File: config.mk
export PLATFORM = sky130hd
export DESIGN_NAME = fifo_prog
export DESIGN_NICKNAME = d
export VERILOG_FILES = /design/src/rtl/fifo_cfg_pkg.sv /design/src/rtl/fifo_mem.sv /design/src/rtl/fifo_prog.sv
export SDC_FILE = /design/constraint.sdc
export NUM_CORES = 2
export LEC_CHECK = 0
export CORE_UTILIZATION = 50
export DETAILED_ROUTE_END_ITERATION = 10
export MAX_ROUTING_LAYER = met4
export PLACE_DENSITY = 0.7
export RECOVER_POWER = 50
export SLEW_MARGIN = 10
export SYNTH_ARGS = -nofsm -noshare
export SYNTH_HDL_FRONTEND = slang
export SYNTH_SLANG_ARGS = --single-unit
File: constraint.sdc
create_clock -name clk -period 5.3 [get_ports clk]
set_input_delay 0.795 -clock clk [delete_from_list [all_inputs] [get_ports clk]]
set_output_delay 0.795 -clock clk [all_outputs]
set_load 0.005 [all_outputs]
File: src/rtl/fifo_cfg_pkg.sv
// fifo_cfg_pkg: shared full-policy type and default threshold constants for fifo_prog
package fifo_cfg_pkg;

    typedef enum logic {FIFO_DROP, FIFO_OVERWRITE} fifo_mode_e;

    localparam int DEF_AE_THRESH = 2;
    localparam int DEF_AF_MARGIN = 2;

endpackage

File: src/rtl/fifo_mem.sv
// fifo_mem: simple dual-port RAM, one write port and one synchronous read port, no reset
module fifo_mem #(
    parameter int DATA_WIDTH = 8,
    parameter int ADDR_WIDTH = 8
) (
    input  logic                  clk,
    input  logic                  we,
    input  logic [ADDR_WIDTH-1:0] waddr,
    input  logic [DATA_WIDTH-1:0] wdata,
    input  logic                  re,
    input  logic [ADDR_WIDTH-1:0] raddr,
    output logic [DATA_WIDTH-1:0] rdata
);

    logic [DATA_WIDTH-1:0] mem [1 << ADDR_WIDTH];

    // write and registered read; a same-address read returns the old word
    always_ff @(posedge clk) begin
        if (we) mem[waddr] <= wdata;
        if (re) rdata <= mem[raddr];
    end

endmodule

File: src/rtl/fifo_prog.sv
// fifo_prog: synchronous FIFO with programmable thresholds, occupancy count, drop/overwrite policy and sticky errors
module fifo_prog
    import fifo_cfg_pkg::*;
#(
    parameter int DATA_WIDTH = 8,
    parameter int ADDR_WIDTH = 8,
    parameter int FIFO_DEPTH = 1 << ADDR_WIDTH,
    parameter int AF_THRESH  = FIFO_DEPTH - DEF_AF_MARGIN,
    parameter int AE_THRESH  = DEF_AE_THRESH
) (
    input  logic                  clk,
    input  logic                  rst,
    input  logic                  wr_en,
    input  logic [DATA_WIDTH-1:0] data_in,
    input  logic                  rd_en,
    input  logic                  mode,
    input  logic                  clr_err,
    output logic [DATA_WIDTH-1:0] data_out,
    output logic                  rd_valid,
    output logic                  full,
    output logic                  empty,
    output logic                  almost_full,
    output logic                  almost_empty,
    output logic [ADDR_WIDTH:0]   count,
    output logic                  wrap_on_full,
    output logic                  overflow,
    output logic                  underflow
);

    if (!(AE_THRESH >= 0 && AE_THRESH < AF_THRESH && AF_THRESH <= FIFO_DEPTH &&
          FIFO_DEPTH == (1 << ADDR_WIDTH))) begin : g_bad_cfg
        $error("fifo_prog: illegal threshold or depth configuration");
    end

    localparam logic [ADDR_WIDTH:0] DEPTH_C = (ADDR_WIDTH+1)'(FIFO_DEPTH);
    localparam logic [ADDR_WIDTH:0] AF_C    = (ADDR_WIDTH+1)'(AF_THRESH);
    localparam logic [ADDR_WIDTH:0] AE_C    = (ADDR_WIDTH+1)'(AE_THRESH);

    logic [ADDR_WIDTH-1:0] wr_ptr_q, wr_ptr_d, rd_ptr_q, rd_ptr_d;
    logic [ADDR_WIDTH:0]   count_q, count_d;
    logic                  rd_valid_q, rd_valid_d, wrap_q, wrap_d;
    logic                  ovf_q, ovf_d, udf_q, udf_d;
    logic                  loaded_q, loaded_d;
    logic                  rd_ok, wr_ok, ovw, drop, mem_we;
    logic [DATA_WIDTH-1:0] mem_q;

    assign empty        = count_q == '0;
    assign full         = count_q == DEPTH_C;
    assign almost_full  = count_q >= AF_C;
    assign almost_empty = count_q <= AE_C;
    assign count        = count_q;
    assign rd_valid     = rd_valid_q;
    assign wrap_on_full = wrap_q;
    assign overflow     = ovf_q;
    assign underflow    = udf_q;
    // the RAM read register has no reset, so data_out shows zero until the first accepted read
    assign data_out     = loaded_q ? mem_q : '0;

    fifo_mem #(.DATA_WIDTH(DATA_WIDTH), .ADDR_WIDTH(ADDR_WIDTH)) u_mem (
        .clk   (clk),
        .we    (mem_we),
        .waddr (wr_ptr_q),
        .wdata (data_in),
        .re    (rd_ok),
        .raddr (rd_ptr_q),
        .rdata (mem_q)
    );

    // request acceptance, overwrite/drop policy and next-state computation
    always_comb begin
        rd_ok      = rd_en && !empty;
        wr_ok      = wr_en && (!full || rd_ok);
        ovw        = wr_en && full && !rd_ok && fifo_mode_e'(mode) == FIFO_OVERWRITE;
        drop       = wr_en && full && !rd_ok && fifo_mode_e'(mode) == FIFO_DROP;
        mem_we     = wr_ok || ovw;
        wr_ptr_d   = mem_we ? wr_ptr_q + 1'b1 : wr_ptr_q;
        rd_ptr_d   = (rd_ok || ovw) ? rd_ptr_q + 1'b1 : rd_ptr_q;
        count_d    = (wr_ok && !rd_ok) ? count_q + 1'b1 :
                     (rd_ok && !wr_ok) ? count_q - 1'b1 : count_q;
        rd_valid_d = rd_ok;
        wrap_d     = ovw;
        loaded_d   = loaded_q || rd_ok;
        ovf_d      = drop || (ovf_q && !clr_err);
        udf_d      = (rd_en && empty) || (udf_q && !clr_err);
    end

    // state registers with asynchronous reset
    always_ff @(posedge clk or posedge rst) begin
        if (rst) begin
            wr_ptr_q   <= '0;
            rd_ptr_q   <= '0;
            count_q    <= '0;
            rd_valid_q <= 1'b0;
            wrap_q     <= 1'b0;
            loaded_q   <= 1'b0;
            ovf_q      <= 1'b0;
            udf_q      <= 1'b0;
        end else begin
            wr_ptr_q   <= wr_ptr_d;
            rd_ptr_q   <= rd_ptr_d;
            count_q    <= count_d;
            rd_valid_q <= rd_valid_d;
            wrap_q     <= wrap_d;
            loaded_q   <= loaded_d;
            ovf_q      <= ovf_d;
            udf_q      <= udf_d;
        end
    end

endmodule

## Yosys cells after proc, flatten, opt, wreduce, memory -nomap -nowiden

Memories as Yosys holds them, arrays and structs flattened. A register that Yosys moved wholly into a read port is not among the register bits.
Cells that the tools add are included.

- Register bits: 30
- Latch bits: 0
- Bits in writable memories: 2,048
- Memory bits (read-only): 0
- Input port bits: 14
- Output and inout bits: 25
- Word-level logic and storage cells: 46
- Memories kept: 1

- Add/subtract/negate cells: 4
- Multipliers: 0
- Div/mod/pow operators: 0
- Magnitude comparators: 2
- Eq/ne operators: 1
- Shifts and indexed selects: 0
- Mux-type cells: 5
- Bitwise logic cells: 1
- Reductions and logical operators: 24

Memory list:

| name | words | bits a word | read ports | clocked after Yosys merged registers in | wr ports | RTL line | source |
|---|---|---|---|---|---|---|---|
| u_mem.mem | 256 | 8 | 1 | 1 | 1 | fifo_mem.sv:15 | `logic [DATA_WIDTH-1:0] mem [1 << ADDR_WIDTH];` |

Operator list:

| kind | count |
|---|---|
| $mux 9 | 2 |
| $add 8x1->8 const B | 2 |
| $logic_and 1x1->1 | 11 |
| $add 9x1->9 const B | 1 |
| $eq 9x9->1 const B | 1 |
| $ge 9x8->1 const B | 1 |
| $le 9x2->1 const B | 1 |
| $logic_not 9->1 | 1 |
| $sub 9x1->9 const B | 1 |
| $mux 8 | 1 |
| $logic_or 1x1->1 | 6 |
| $logic_not 1->1 | 5 |
| $mux 1 | 2 |
| $reduce_bool 2->1 | 1 |
| $not 1->1 | 1 |

## Longest topological paths before layout

- Depth after elaboration: 9
- Depth in mapped cells: 14
- Mapped depth without buffers: 13

## By module

Synthesis repeated with hierarchy kept, for this count alone.

- Cells, all modules: 3,916
- Area total of the unflattened synthesis: 81,456.9 µm²

Modules (own cells, without submodules):

| module | times used | cells each | area an instance (µm²) | seq. area each (µm²) |
|---|---|---|---|---|
| fifo_mem | 1 | 3,733 | 79,636.4 | 61,739.2 |
| fifo_prog | 1 | 183 | 1,820.5 | 750.7 |

## Least setup slack after synthesis

No wires, ideal clock.

- Path kind: flip-flop to flip-flop
- From: register count_q[4] (netlist: count[4])
- To: register count_q[7] (netlist: count[7])
- Setup time: 116 ps
- Arrival time: 3,001 ps
- Required time: 5,184 ps
- Path slack: 2,184 ps
- Cell stages (with the launch flop): 13
- Buffers on the path: 0
- Clock period less this slack: 3,116 ps
- Path through: dfrtp_1 > nor4_1 > nand2_1 > o41ai_2 > ha_1 > inv_1 > ha_1 > a21o_1 > a21o_1 > a21o_1 > a21oi_1 > o21bai_1 > o311ai_0

- Word-level cells in the longest chain between the ends: 8
- Elaborated cells between the ends (all ways): 16
- Classes of those cells: 2 x add/sub; 1 x eq/ne; 2 x mux; 11 x reduce/logical

RTL lines:

| what | RTL line | source |
|---|---|---|
| start: declaration | fifo_prog.sv:40 | `logic [ADDR_WIDTH:0] count_q, count_d;` |
| start signal: assignment | fifo_prog.sv:101 | `count_q <= count_d;` |
| parallel branches: the longest is 8 deep, another holds $sub 9x1->9 | - |  |

Several ways; the timed one is not identified. The select of a mux whose other input is x is not followed.
A chain may end at the register's enable or synchronous reset.

## Worst setup path in the final report

- From: input port data_in[7]
- To: memory u_mem.mem[171][7] (data pin)

RTL lines:

| what | RTL line | source |
|---|---|---|
| start: declaration | fifo_prog.sv:14 | `input logic [DATA_WIDTH-1:0] data_in,` |
| end: declaration | fifo_mem.sv:15 |  |

Straight into the memory's write port.

==> metrics.yaml <==
synth_compound_area_frac: 0.0331
start_util: 0.506
track_usage: 0.271
synth-xor-area-share: 0.00236
path_max_fanout: 95
finalWirelength_um: 214000
synthAdderAreaFrac: 0.00239
dr.pass1.iters: 8
gr-total-overflow: 0
total_power_w: 0.0474
muxShareOfSynthArea: 0.150
maxCapViolCount: 12
hold_depth: 2
yosys.cell_types.count: 70
fin_tns_setup_ns: 0
clkSinkCount: 2086
cts_tree: "yes"
final_cell_mix: "edfxtp_1 (2056), mux4_2 (450), nor2_1 (298)"
hold_slack_ns: 0.536
fin_skew_ns: 0.0786
path_cells: "clkbuf_8 > clkbuf_1"
clock_latency_ns: 0.86
rows: 147
synth_area_um2: 81600
cp.required_ns: 5.26
hold_violations: 0
final_nets: 4117
post-route-period-util: 0.874
drv_slew: 1015
rsz0062_at_grt: "false"
worstHoldStart: "overflow"
cpPeakStageDelay_ns: 3.19
drive_gt1_frac: 0.214
synthFlopType: "edfxtp_1"
drc: 0
synthArstFlopShare: 0.0144
worst_setup_path_end_kind: "flip-flop"
dp_cells: 6046
core_um2: 161000
synth-seq-cells: 2086
syn_inst: 3943
cp_num_buf_inv: 2
die_h_um: 406
ys_seq_area_frac: 0.765
worstSetupPathType: "in2reg"
synth.top_cell.area_share: 0.756
place_area_um2: 84700
ir_drop_v: 0.000421
r2r-end: "u_mem.rdata[6]"
outcome: "complete, but fails checks"
failed_checks: "capacitance limit, slew limit"
syn2layout_area_growth_pct: 11.7
design_area_um2: 91200
antenna_found_initial: 7
antenna_left: 0
grt_max_degree: 151
startpoint_type: "input pin"
post_cts_buffers: 0
grt_pass1_vias: 40899
yosysTopAreaCell: "edfxtp_1"
num_vias: 41760
synthSimpleGateAreaFrac: 0.0277
cts-root-buf: "clkbuf_16"
syn-num-nets: 3972
pwr-share-comb: 0.296
finalSetupViolCount: 0
cts_htree_levels: 4
final_common_cell: "edfxtp_1"
crit_start: "data_in[7]"
wl_per_cell_um: 33.4
clockBufferDepth: 3
gp_congestion: 0.921
rrSetupSlack_ns: 0.86
worst_path_max_delay_cell: "clkbuf_1"
die-area_um2: 165000
synth_edf_count: 2056
ioPinCount: 39
cts_buffers: 200
path_delay_family: "buffers and inverters"
crit_arrival_ns: 4.60
place_hpwl_um: 130000
synth_top_family_by_area: "multiplexers"
reg2reg_depth: 9
fmax_mhz: 216
yosysWarnings: 0
seqPwrFrac: 0.403
power_leakage_nw: 28.5
die_x_um: 406
final_cells: 6429
swShare: 0.325
io_buffers: 38
cts_hold_buf: 0
r2r_start: "rd_ptr_q[0]"
via_per_inst: 6.50
hp-class: "reg2reg"
fin_crit_ns: 4.63
drt_iter0_markers: 6384
slew_headroom: -2.13
grt_pass1_wl_um: 303000
power_density_nw_per_um2: 520
p_int_w: 0.0320
worst_pin_slew_ns: 4.70
power_switching_w: 0.0154
synth_area_leaders: "edfxtp_1 (76%), mux4_2 (12%), mux2i_1 (2.4%), nor2_1 (1.4%), dfrtp_1 (0.92%)"
postSynthAreaPerCell_um2: 20.7
clkPwrFrac: 0.301
whs_endpoint: "overflow"
clkTransAtPathRegs_ns: 0.06
ctsResizeCount: 0
-- kinds of logic (layout without fill, tap and decap cells) --
logic type,Yosys count,count (layout)
flops,2086,2086
mux,658,658
simple gates,518,518
compound gates,385,385
buf+inv,259,578
xor+xnor,22,22
fa+ha+maj,15,15
other cells,0,7
-- worst max path at each step --
stage | endpoint | slack (ns) | cells after the start
after detailed placement | u_mem.rdata[6] | 1.04 | 9
final | u_mem.mem[171][7] | 0.67 | 2
after global placement | u_mem.rdata[1] | -0.08 | 8
after floorplan | count[7] | 2.18 | 12
after CTS | u_mem.rdata[4] | 1.0 | 7
after global routing | u_mem.mem[207][5] | 0.55 | 2
-- synthesized netlist by cell type, drive strengths merged (20+ instances only) --
master	n
nand3	51
mux4	452
a221oi	42
mux2i	195
o21ai	45
a211oi	29
clkbuf	114
nand2	71
nor2	300
edfxtp	2056
a21oi	79
buf	132
o22ai	22
a22oi	70
a22o	20
dfrtp	30
-- area by class of cell --
type	instances	area (um^2)
Antenna cell	7	17.5
Clock buffer	251	5290
Clock inverter	125	1280
Fill cell	11723	70100
Inverter	13	48.8
Multi-Input combinational cell	1598	17600
Sequential cell	2086	62500
Tap cell	2160	2700
Timing Repair Buffer	189	1720
-- through the flow --
step                      setup WS (ns)   util
after global placement          -0.0764  0.525
final                             0.669  0.565
after detailed placement           1.04  0.525
after global routing              0.546  0.565
after floorplan                    2.18      -
after CTS                         0.998  0.566
-- registers in the layout, indices dropped and copies added, names as in the netlist --
name,flops
rd_ptr_q,8
wrap_on_full,1
underflow,1
loaded_q,1
u_mem.mem,2048
wr_ptr_q,8
count,9
u_mem.rdata,8
rd_valid,1
overflow,1
-- power groups by stage --
stage	Clock, W	Combinational, W	Sequential, W
finish	0.0143	0.0140	0.0191
global route	0.0150	0.0145	0.0191
CTS	0.0143	0.0139	0.0191
detailed placement	0	0.0138	0.0194
global placement	0	0.0137	0.0194
floorplan	0	0.00895	0.0189
-- routing by layer --
layer / global-route usage / vias up / wire, um
met2: 0.386 / 2867 / 97500
met5: - / - / 0
met3: 0.0746 / 458 / 26900
li1: - / 16688 / -
met4: 0.112 / 0 / 9320
met1: 0.369 / 21747 / 80700
Note: power is estimated with default switching activity, not from simulation.
